--- src/rtl/screen_pkg.sv ---
// Shared geometry, widths and types for the Hack screen scan-out path.
// Consumed by the arbiter top and the pixel pipeline.
package screen_pkg;

  localparam int SCREEN_ADDR_W        = 13;
  localparam int SCREEN_WORDS_PER_ROW = 32;
  localparam int SCREEN_ROWS          = 256;
  localparam int PIX_PER_WORD         = 16;

  localparam int POS_W     = 10;
  localparam int WORD_W    = 16;
  localparam int PIX_IDX_W = $clog2(PIX_PER_WORD);
  localparam int COL_IDX_W = $clog2(SCREEN_WORDS_PER_ROW);
  localparam int ROW_IDX_W = $clog2(SCREEN_ROWS);

  typedef logic [15:0]              rgb565_t;
  typedef logic [WORD_W-1:0]        screen_word_t;
  typedef logic [SCREEN_ADDR_W-1:0] screen_addr_t;

  // Row-major word address: 32 words per 512-pixel row.
  function automatic screen_addr_t screen_word_addr(
    input logic [ROW_IDX_W-1:0] row,
    input logic [COL_IDX_W-1:0] col
  );
    return {row, col};
  endfunction

endpackage

--- src/rtl/screen_pixel_pipe.sv ---
// Video stages 1-2: holds the fetched screen word, selects the pixel bit and
// maps it to RGB565 while delaying de/hs/vs by the same two cycles.
module screen_pixel_pipe
  import screen_pkg::*;
#(
  parameter rgb565_t FG_COLOR     = 16'h0000,
  parameter rgb565_t BG_COLOR     = 16'hFFFF,
  parameter rgb565_t BORDER_COLOR = 16'h001F
) (
  input  logic                 clk,
  input  logic                 reset,
  input  logic                 i_de,
  input  logic                 i_hs,
  input  logic                 i_vs,
  input  logic [PIX_IDX_W-1:0] i_x,
  input  logic                 i_y_in_screen,
  input  logic                 i_fetch,
  input  screen_word_t         i_ram_rdata,
  output logic                 o_de,
  output logic                 o_hs,
  output logic                 o_vs,
  output rgb565_t              o_rgb
);

  function automatic rgb565_t pixel_color(
    input logic de,
    input logic y_in_screen,
    input logic pix_bit
  );
    rgb565_t c;
    if (!de)               c = 16'h0000;
    else if (!y_in_screen) c = BORDER_COLOR;
    else if (pix_bit)      c = FG_COLOR;
    else                   c = BG_COLOR;
    return c;
  endfunction

  logic                 r_de_p1;
  logic                 r_hs_p1;
  logic                 r_vs_p1;
  logic [PIX_IDX_W-1:0] r_x_p1;
  logic                 r_y_in_screen_p1;
  logic                 r_fetch_p1;
  screen_word_t         r_word_p1;

  logic                 r_de_p2;
  logic                 r_hs_p2;
  logic                 r_vs_p2;
  rgb565_t              r_rgb_p2;

  screen_word_t         w_word_p1;
  logic                 w_bit_p1;

  // ---- stage 0 -> stage 1: register timing and the fetch marker ----
  always_ff @(posedge clk or negedge reset) begin
    if (!reset) begin
      r_de_p1          <= 1'b0;
      r_hs_p1          <= 1'b0;
      r_vs_p1          <= 1'b0;
      r_x_p1           <= '0;
      r_y_in_screen_p1 <= 1'b0;
      r_fetch_p1       <= 1'b0;
    end else begin
      r_de_p1          <= i_de;
      r_hs_p1          <= i_hs;
      r_vs_p1          <= i_vs;
      r_x_p1           <= i_x;
      r_y_in_screen_p1 <= i_y_in_screen;
      r_fetch_p1       <= i_fetch;
    end
  end

  // RAM data lands one cycle after the fetch; use it immediately and keep it
  // for the remaining 15 pixels of the word.
  assign w_word_p1 = r_fetch_p1 ? i_ram_rdata : r_word_p1;
  assign w_bit_p1  = w_word_p1[r_x_p1];

  always_ff @(posedge clk or negedge reset) begin
    if (!reset) begin
      r_word_p1 <= '0;
    end else begin
      r_word_p1 <= w_word_p1;
    end
  end

  // ---- stage 1 -> stage 2: colour mux and aligned timing ----
  always_ff @(posedge clk or negedge reset) begin
    if (!reset) begin
      r_de_p2  <= 1'b0;
      r_hs_p2  <= 1'b0;
      r_vs_p2  <= 1'b0;
      r_rgb_p2 <= '0;
    end else begin
      r_de_p2  <= r_de_p1;
      r_hs_p2  <= r_hs_p1;
      r_vs_p2  <= r_vs_p1;
      r_rgb_p2 <= pixel_color(r_de_p1, r_y_in_screen_p1, w_bit_p1);
    end
  end

  assign o_de  = r_de_p2;
  assign o_hs  = r_hs_p2;
  assign o_vs  = r_vs_p2;
  assign o_rgb = r_rgb_p2;

endmodule

--- src/rtl/screen_scan_arbiter.sv ---
// Single-port screen RAM owner: display fetch has fixed priority over CPU
// access; scan-out words are turned into RGB565 by screen_pixel_pipe.
module screen_scan_arbiter
  import screen_pkg::*;
#(
  parameter rgb565_t FG_COLOR     = 16'h0000,
  parameter rgb565_t BG_COLOR     = 16'hFFFF,
  parameter rgb565_t BORDER_COLOR = 16'h001F
) (
  input  logic                     clk,
  input  logic                     reset,
  input  logic                     lcd_de_in,
  input  logic                     lcd_hs_in,
  input  logic                     lcd_vs_in,
  input  logic [POS_W-1:0]         h_pos,
  input  logic [POS_W-1:0]         v_pos,
  output logic                     lcd_de,
  output logic                     lcd_hs,
  output logic                     lcd_vs,
  output rgb565_t                  lcd_rgb,
  input  logic                     cpu_req,
  input  logic                     cpu_we,
  input  logic [SCREEN_ADDR_W-1:0] cpu_addr,
  input  logic [WORD_W-1:0]        cpu_wdata,
  output logic                     cpu_ready,
  output logic [WORD_W-1:0]        cpu_rdata,
  output logic                     cpu_rvalid,
  output logic                     ram_en,
  output logic                     ram_we,
  output logic [SCREEN_ADDR_W-1:0] ram_addr,
  output logic [WORD_W-1:0]        ram_wdata,
  input  logic [WORD_W-1:0]        ram_rdata
);

  logic         w_y_in_screen;
  logic         w_fetch;
  logic         w_cpu_grant;
  screen_addr_t w_fetch_addr;
  logic         w_unused;

  logic         r_rd_pend_p1;
  screen_word_t r_rdata_hold;

  // Columns 512+ never appear on the 480-wide panel, so h_pos[9] is not needed.
  assign w_unused = h_pos[POS_W-1];

  assign w_y_in_screen = (v_pos < POS_W'(SCREEN_ROWS));
  assign w_fetch       = lcd_de_in && (h_pos[PIX_IDX_W-1:0] == '0) && w_y_in_screen;
  assign w_fetch_addr  = screen_word_addr(v_pos[ROW_IDX_W-1:0],
                                          h_pos[PIX_IDX_W+COL_IDX_W-1:PIX_IDX_W]);
  assign w_cpu_grant   = cpu_req && !w_fetch;
  assign cpu_ready     = w_cpu_grant;

  always_comb begin
    ram_en    = 1'b0;
    ram_we    = 1'b0;
    ram_addr  = cpu_addr;
    ram_wdata = cpu_wdata;
    if (w_fetch) begin
      ram_en   = 1'b1;
      ram_addr = w_fetch_addr;
    end else if (w_cpu_grant) begin
      ram_en = 1'b1;
      ram_we = cpu_we;
    end
  end

  // ---- CPU read return: grant cycle -> data cycle ----
  always_ff @(posedge clk or negedge reset) begin
    if (!reset) begin
      r_rd_pend_p1 <= 1'b0;
    end else begin
      r_rd_pend_p1 <= w_cpu_grant && !cpu_we;
    end
  end

  always_ff @(posedge clk or negedge reset) begin
    if (!reset) begin
      r_rdata_hold <= '0;
    end else if (r_rd_pend_p1) begin
      r_rdata_hold <= ram_rdata;
    end
  end

  // The RAM's own output register supplies the data in the rvalid cycle;
  // the hold register keeps it stable afterwards.
  assign cpu_rvalid = r_rd_pend_p1;
  assign cpu_rdata  = r_rd_pend_p1 ? ram_rdata : r_rdata_hold;

  screen_pixel_pipe #(
    .FG_COLOR     (FG_COLOR),
    .BG_COLOR     (BG_COLOR),
    .BORDER_COLOR (BORDER_COLOR)
  ) u_pixel_pipe (
    .clk           (clk),
    .reset         (reset),
    .i_de          (lcd_de_in),
    .i_hs          (lcd_hs_in),
    .i_vs          (lcd_vs_in),
    .i_x           (h_pos[PIX_IDX_W-1:0]),
    .i_y_in_screen (w_y_in_screen),
    .i_fetch       (w_fetch),
    .i_ram_rdata   (ram_rdata),
    .o_de          (lcd_de),
    .o_hs          (lcd_hs),
    .o_vs          (lcd_vs),
    .o_rgb         (lcd_rgb)
  );

endmodule

--- config.mk ---
export PLATFORM = sky130hd
export DESIGN_NAME = screen_scan_arbiter
export DESIGN_NICKNAME = d
export VERILOG_FILES = /design/src/rtl/screen_pkg.sv /design/src/rtl/screen_pixel_pipe.sv /design/src/rtl/screen_scan_arbiter.sv
export SDC_FILE = /design/constraint.sdc
export NUM_CORES = 1
export LEC_CHECK = 0
export CAP_MARGIN = 20
export CORE_MARGIN = 4
export CORE_UTILIZATION = 33
export CTS_CLUSTER_SIZE = 24
export DETAILED_ROUTE_END_ITERATION = 10
export PLACE_DENSITY = 0.73
export SETUP_SLACK_MARGIN = 0.05
export SLEW_MARGIN = 20
export SYNTH_ARGS = -nofsm -noshare
export SYNTH_HDL_FRONTEND = slang
export SYNTH_SLANG_ARGS = --single-unit
--- constraint.sdc ---
create_clock -name clk -period 3 [get_ports clk]
set_input_delay 0.9 -clock clk [delete_from_list [all_inputs] [get_ports clk]]
set_output_delay 0.9 -clock clk [all_outputs]
set_load 0.01 [all_outputs]
======== Yosys cells after proc, flatten, opt, wreduce, memory -nomap -nowiden ========
Index checks and enable logic that the tools add are counted.
storage, ports and cells
  register bits ........................... 61
  input port bits ......................... 72
  output and inout port bits .............. 68
  word-level logic and storage cells ...... 34
operators by class
  reductions and logical operators ........ 7
  $lt $le $gt $ge ......................... 2
  mux-type cells .......................... 12
operators by type and width
  kind                                                          count
  two-way mux 16 bit                                            5
  two-way mux 13 bit                                            1
  less-than comparator 10 x 9 -> 1 bit (second input constant)  1
  less-than comparator 4 x 5 -> 1 bit (second input constant)   1
  two-way mux 1 bit                                             5
  binary-select mux 1 bit (select 4 bit)                        1
  logical AND 1 bit                                             4
  zero test 4 bit                                               1
  zero test 1 bit                                               2

======== Longest topological paths before layout ========
Gate-level depths: netlist of the first run.
  depth after elaboration ................. 7
  mapped depth ............................ 6
  depth with buffers taken out ............ 4

======== Hierarchy ========
A second synthesis of the first run with hierarchy kept.
second synthesis, totals
  cell total of the unflattened synthesis .. 167
  area total of the unflattened synthesis .. 2327.2 um^2
by module, submodules not included
  module               instances  cells each  seq. area each (um^2)  area an instance (um^2)
  screen_pixel_pipe    1          94          750.7                  1346.3
  screen_scan_arbiter  1          73          425.4                  980.9

======== Worst setup path after synthesis of the first run ========
Ideal clock, no wire load.
  path type ............................... input to output
  start ................................... in h_pos[1]
  end ..................................... out ram_addr[10]
  required time ........................... 2.100 ns
  path buffers ............................ 1
  slack ................................... 0.110 ns
  stages on the path ...................... 4
  data arrival time ....................... 1.990 ns
  cells stage by stage .................... nor4_1 nand3_1 clkbuf_1 mux2_2
on the way
  longest elaborated chain between the ends .. 4
ends and longest elaborated chain
  element                         RTL line                   source
  start, declared                 screen_scan_arbiter.sv:15  input logic [POS_W-1:0] h_pos,
  zero test 4 bit                 screen_scan_arbiter.sv:48  assign w_fetch = lcd_de_in && (h_pos[PIX_IDX_W-1:0] == '0) && w_y_in_screen;
  logical AND 1 bit (2 in a row)  screen_scan_arbiter.sv:48
  two-way mux 13 bit              screen_scan_arbiter.sv:59  if (w_fetch) begin
  end, declared                   screen_scan_arbiter.sv:30  output logic [SCREEN_ADDR_W-1:0] ram_addr,
Every way passes these cells.

======== Worst setup path after layout of the first run ========
  start ................................... in h_pos[1]
  end ..................................... out ram_addr[5]
The elaborated chain is that of the path after synthesis.

==> results of run 1 <==
-- stage by stage --
step / total power, mW / util, % / cells / setup TNS (ns) / hold WS (ns)
after floorplan: 0.927 / - / 168 / 0 / 0.331
after global placement: 1.13 / 49.7 / 356 / -9.39 / 0.331
after detailed placement: 1.13 / 49.7 / 356 / -9.48 / 0.337
after CTS: 1.60 / 52.2 / 371 / 0 / 0.358
after global routing: 1.66 / 52.8 / 371 / -0.246 / 0.363
final: 1.57 / 52.8 / 371 / 0 / 0.354
-- cell families (layout without fill, tap and decap cells) --
kind of cell | after synthesis | count (layout)
muxes | 59 | 59
and+or+nand+nor | 17 | 17
buffers and inverters | 40 | 147
AOI/OAI and AO/OA | 5 | 5
DFF | 47 | 47
-- registers in the layout, summed over array words and instances (netlist names) --
name,count
u_pixel_pipe.r_hs_p1,1
u_pixel_pipe.r_de_p1,1
u_pixel_pipe.r_word_p1,16
u_pixel_pipe.o_vs,1
u_pixel_pipe.r_vs_p1,1
u_pixel_pipe.r_y_in_screen_p1,1
u_pixel_pipe.o_de,1
r_rdata_hold,16
u_pixel_pipe.o_rgb,2
u_pixel_pipe.r_x_p1,4
cpu_rvalid,1
u_pixel_pipe.r_fetch_p1,1
u_pixel_pipe.o_hs,1
-- timing repair --
item / 4_1_cts / 5_1_grt
setup buffers: 7 / 0
endpoints found under the setup margin: 32 / 14
gates resized for setup: 115 / 12
pin swaps: 3 / 2
-- per-layer routing --
layer / GRT usage [%] / wire length (um)
met5: 0 / 0
met2: 22.3 / 2580
met3: 4.89 / 466
met4: 4.77 / 89
met1: 13.1 / 1980
-- layout make-up --
type	instances	area, sq um	area share [%]
clock inverter	2	35.0	0.976
timing repair buffer	137	1290	35.9
sequential	47	1180	32.8
multi-input combinational	81	880	24.5
clock buffer	6	82.6	2.30
inverter	2	7.51	0.209
tap	96	120	3.35
-- synth_stat cells, drive strengths merged, types with 2 or more instances --
master   n  area (sq um)
clkbuf   5          18.8
nand3    3          15.0
mux4     2          45.0
nor2     3          11.3
mux2i    8          80.1
nor2b    2          12.5
inv      2          7.51
a222oi   2          20.0
dfrtp   47          1180
buf     33           262
nand4b   2          17.5
mux2    49           559
and2     2          12.5
-- power groups by stage --
stage / Combinational (mW) / Clock (mW) / Sequential (mW)
6_report: 0.365 / 0.475 / 0.731
5_1_grt: 0.398 / 0.516 / 0.742
4_1_cts: 0.365 / 0.498 / 0.733
3_5_place_dp: 0.387 / 0 / 0.746
3_3_place_gp: 0.383 / 0 / 0.743
2_1_floorplan: 0.192 / 0 / 0.735
-- final timing paths --
check	slack (ns)	end
worst max-delay path	0.03	ram_addr[5]
worst min-delay path	0.35	u_pixel_pipe.o_hs$_DFF_PN0_
worst max register to register	0.93	u_pixel_pipe.o_rgb[4]$_DFF_PN0_
worst min register to register	0.35	u_pixel_pipe.o_hs$_DFF_PN0_
max in group asynchronous	2.15	u_pixel_pipe.o_de$_DFF_PN0_
min in group asynchronous	0.57	r_rdata_hold[8]$_DFF_PN0_
-- worst max-delay path, delay by kind of cell --
kind,cells,cell delay (ns)
multiplexers,1,0.30
buffers and inverters,4,0.50
AND/OR/NAND/NOR,2,0.37
==> reports/results.ini, run 1 <==
[final_layout]
syn_to_final_growth_pct = 55.8
diodes = 0
nFillCells = 593
final_area_sq_um = 3590
final_nets = 346
final_common_cell = clkdlybuf4s50_1
layout.cells.most_common_list = clkdlybuf4s50_1 (66), dfrtp_1 (47), mux2_2 (40)
drive_gt1_share_pct = 41.5

[sta]
setup_viol = 0
fin_ws_ns = 0.0336
fin_skew_ns = 0.00589
max-slew-margin-rel_pct = 53.9
max_freq_mhz = 337
finalCriticalPeriod_ns = 2.97
hold_viol = 0
worst_slew_pin_slew_ns = 0.692
grt_setup_unrepaired = true
drv_slew = 0
timing.final.crit_share_pct = 98.9

[yosys]
synth_edf_count = 0
syn_inst = 168
yosys_warnings = 0
synth_seq_area_share_pct = 51.1
synthesis.area_sq_um = 2300
synthAdderAreaFrac_pct = 0
ys_seq_elements = 47
synth_nets = 240
synth_compound_area_share_pct = 2.39
avgSynthCellArea_sq_um = 13.7
ys.flop_type = dfrtp_1
synth_top_family_by_area = multiplexers
synthXorXnorAreaFrac_pct = 0
synth_mux_area_share_pct = 29.7
synth_simple_gate_area_share_pct = 4.35
synth_async_sr_flop_share_pct = 100
ys_types = 26

[floorplanning]
initial_core_util_pct = 33.9
die_width_um = 91.5
die_h_um = 91.5
rows = 30
dieArea_sq_um = 8380
coreArea_sq_um = 6790
io_pins = 140

[pwr]
seqPwrFrac_pct = 46.5
p_leak_nw = 1.64
p_clk_share_pct = 30.2
power-per-cell-area_nw_per_um2 = 438
ir_worst_vdd_mv = 0.180
swShare_pct = 23.3
switching_power_mw = 0.366
combPwrFrac_pct = 23.3
intPower_mw = 1.20

[hold_path]
hp-class = register to register
hold_depth = 0
worstHoldStart = u_pixel_pipe.r_hs_p1$_DFF_PN0_

[outcome]
status = complete, no violations

[critical_path]
cp_data_required_time_ns = 2.10
r2r_start = u_pixel_pipe.r_x_p1[0]$_DFF_PN0_
arrival_ns = 2.07
path_class = input port to output port
cp_cell_sequence = buf_8 -> nor4_4 -> nand3_1 -> buf_6 -> buf_6 -> mux2_4 -> buf_6
r2r.worst_path.cells = 4
crit_fanout = 6
critPathMostFrequentCell = buf_6
cpMaxStageDelayCell = mux2_4
cp-start-kind = input port
end_kind = output port
startpoint = h_pos[1]
critPathMaxStageDelay_ns = 0.30

[clocking]
clk_pin_slew_worst_paths_ns = 0.08
insertion_delay_ns = 0.29
cts_hold_buf = 0
cts-buffers-inserted = 5
cts_tree = done
cts_root_buf = clkbuf_8
clock_sinks = 47
htreeDepth = 2
cts_buffer_depth = 2

[global_route]
grt_pass1_wl_mm = 8.33
groute.usage.overall_pct = 12.5
antenna_found_initial = 0
grt_overflow = 0
grt_pass1_vias = 1847
grt_max_degree = 27

[drt]
dr.pass1.iters = 4
drcViolationCount = 0
viasPerCell = 4.42
dr.first_iter.drc_count = 33
wl_per_cell_um = 13.8
routed_wirelength_mm = 5.11
final_antenna_net_count = 0
vias = 1640

[placed_design]
hpwl_mm = 3.81
place_ws_ns = -0.630
io_buffers = 106
dpl_cell_area_sq_um = 3380
gp_congestion = 0.686

[flow_run]
cap_viol_max_count = 0

(Power assumes the default switching activity.)
==> inputs of run 2 (changes only) <==
Settings changed: CORE_ASPECT_RATIO set to 1.75, SKIP_LAST_GASP set to 1.
==> run 2 against run 1 <==
Via count down 0.30%. First-iteration DRC count down 36%. Global-route usage up 1.0 points. Core utilization down 0.61 points. Register-to-register slack better by 0.09 ns. Cell area down 0.98%. Setup slack better by 0.032 ns. Largest cell class unchanged. Critical path depth down 1. Sequential share of layout area up 0.32 points. Routed wire length up 8.0%. Die area up 0.63%. Combinational power about the same.
==> reports/results.ini, run 2 (synthesis results as in run 1) <==
[outcome]
status = complete, no violations

[floorplanning]
dieArea_sq_um = 8430
initial_core_util_pct = 33.8
coreArea_sq_um = 6810
rows = 40
io_pins = 140
die_width_um = 71.2
die_h_um = 119

[sta]
worst_slew_pin_slew_ns = 0.570
max_freq_mhz = 341
setup_viol = 0
timing.final.crit_share_pct = 97.8
finalCriticalPeriod_ns = 2.93
grt_setup_unrepaired = true
max-slew-margin-rel_pct = 62.0
hold_viol = 0
drv_slew = 0
fin_skew_ns = 0.00387
whs_ns = 0.346

[global_route]
grt_max_degree = 23
groute.usage.overall_pct = 13.5
grt_pass1_vias = 1826
grt_pass1_wl_mm = 8.78
antenna_found_initial = 0
grt_overflow = 0

[hold_path]
min_to = u_pixel_pipe.o_vs$_DFF_PN0_
hp-class = register to register
worstHoldStart = u_pixel_pipe.r_vs_p1$_DFF_PN0_
hold_depth = 0

[pwr]
intPower_mw = 1.26
seqPwrFrac_pct = 44.6
switching_power_mw = 0.387
combPwrFrac_pct = 22.1
ir_worst_vdd_mv = 0.292
p_clk_share_pct = 33.3
power-per-cell-area_nw_per_um2 = 463
swShare_pct = 23.5
p_leak_nw = 1.61

[clocking]
cts_buffer_depth = 2
clock_sinks = 47
clk_pin_slew_worst_paths_ns = 0.06
cts-buffers-inserted = 5
insertion_delay_ns = 0.29
cts_tree = done
htreeDepth = 2
cts_root_buf = clkbuf_16

[drt]
vias = 1635
final_antenna_net_count = 0
dr.pass1.iters = 4
viasPerCell = 4.61
wl_per_cell_um = 15.6
routed_wirelength_mm = 5.52
dr.first_iter.drc_count = 21
drcViolationCount = 0

[final_layout]
final_common_cell = clkdlybuf4s50_1
nFillCells = 649
final_nets = 343
layout.cells.most_common_list = clkdlybuf4s50_1 (66), dfrtp_1 (47), mux2_2 (44)
syn_to_final_growth_pct = 54.3
final_area_sq_um = 3550
reg.largest.list = r_rdata_hold x16, u_pixel_pipe.r_word_p1 x16, u_pixel_pipe.r_x_p1 x4
drive_gt1_share_pct = 41.0
diodes = 0

[flow_run]
cap_viol_max_count = 0

[placed_design]
io_buffers = 106
gp_congestion = 0.711
dpl_cell_area_sq_um = 3370
hpwl_mm = 4.35

[critical_path]
r2r-end = u_pixel_pipe.o_rgb[4]$_DFF_PN0_
cp_cell_sequence = buf_6 -> nor4_4 -> nand3_2 -> buf_6 -> mux2_4 -> buf_6
crit_fanout = 5
critPathMostFrequentCell = buf_6
cp_data_required_time_ns = 2.10
cp-start-kind = input port
arrival_ns = 2.03
crit_family = simple AND/OR/NAND/NOR gates
r2r_slack_ns = 1.02
cpMaxStageDelayCell = mux2_4
critPathMaxStageDelay_ns = 0.30
path_class = input port to output port
critPathBufInv = 3
r2r.worst_path.cells = 5
end_kind = output port
r2r_start = u_pixel_pipe.r_x_p1[0]$_DFF_PN0_

[run 2: cell type report]
type / count / area, sq um / area share (%)
timing repair buffer: 134 / 1250 / 35.2
inverter: 2 / 7.51 / 0.211
clock inverter: 1 / 5.00 / 0.141
multi-input combinational: 81 / 870 / 24.5
sequential: 47 / 1180 / 33.1
tap: 84 / 105 / 2.96
clock buffer: 6 / 139 / 3.91
[run 2: per-layer routing]
layer	vias up	part of all wire (%)	global-route usage, %
li1	763	-	-
met1	802	32	12.6
met2	57	59	25.6
met3	13	5.5	3.32
met4	0	3.4	7.53
met5	-	0	0
[run 2: worst max path at each step]
stage | from | end | slack [ns] | cells past startpoint
5_1_grt | h_pos[1] | ram_addr[8] | 0.003 | 6
4_1_cts | h_pos[1] | ram_addr[8] | 0.03 | 6
6_report | h_pos[1] | ram_addr[8] | 0.07 | 6
2_1_floorplan | h_pos[1] | ram_addr[10] | 0.11 | 4
3_3_place_gp | h_pos[0] | ram_addr[8] | -0.63 | 6
3_5_place_dp | h_pos[0] | ram_addr[8] | -0.67 | 6
[run 2: worst reg2reg max path, delay by kind of cell, from the launching register on]
family,cells,cell delay [ns]
flip-flops,1,0.70
multiplexers,2,0.56
AO/OA/AOI/OAI,2,0.35
buffers and inverters,1,0.24
[run 2: repair_timing]
item / 4_1_cts / 5_1_grt
gates cloned: 2 / 0
resized for setup: 107 / 12
endpoints found under the setup margin: 32 / 15
setup buffers: 1 / 0
hold buffers: 0 / 0
pin swaps: 3 / 0
[run 2: power groups by stage]
stage / Sequential, mW / Clock, mW / Combinational, mW
finish: 0.734 / 0.548 / 0.363
global route: 0.743 / 0.593 / 0.393
CTS: 0.736 / 0.566 / 0.361
detailed placement: 0.748 / 0 / 0.391
global placement: 0.744 / 0 / 0.385
floorplan: 0.735 / 0 / 0.192
[run 2: metrics by stage]
step	std cells	utilization [%]	total power [mW]	worst slack [ns]	setup TNS, ns
floorplan	168	-	0.927	0.110	0
global placement	345	49.5	1.13	-0.631	-9.55
detailed placement	345	49.5	1.14	-0.667	-10.04
CTS	355	51.4	1.66	0.0309	0
global route	355	52.2	1.73	0.00267	0
finish	355	52.2	1.65	0.0654	0
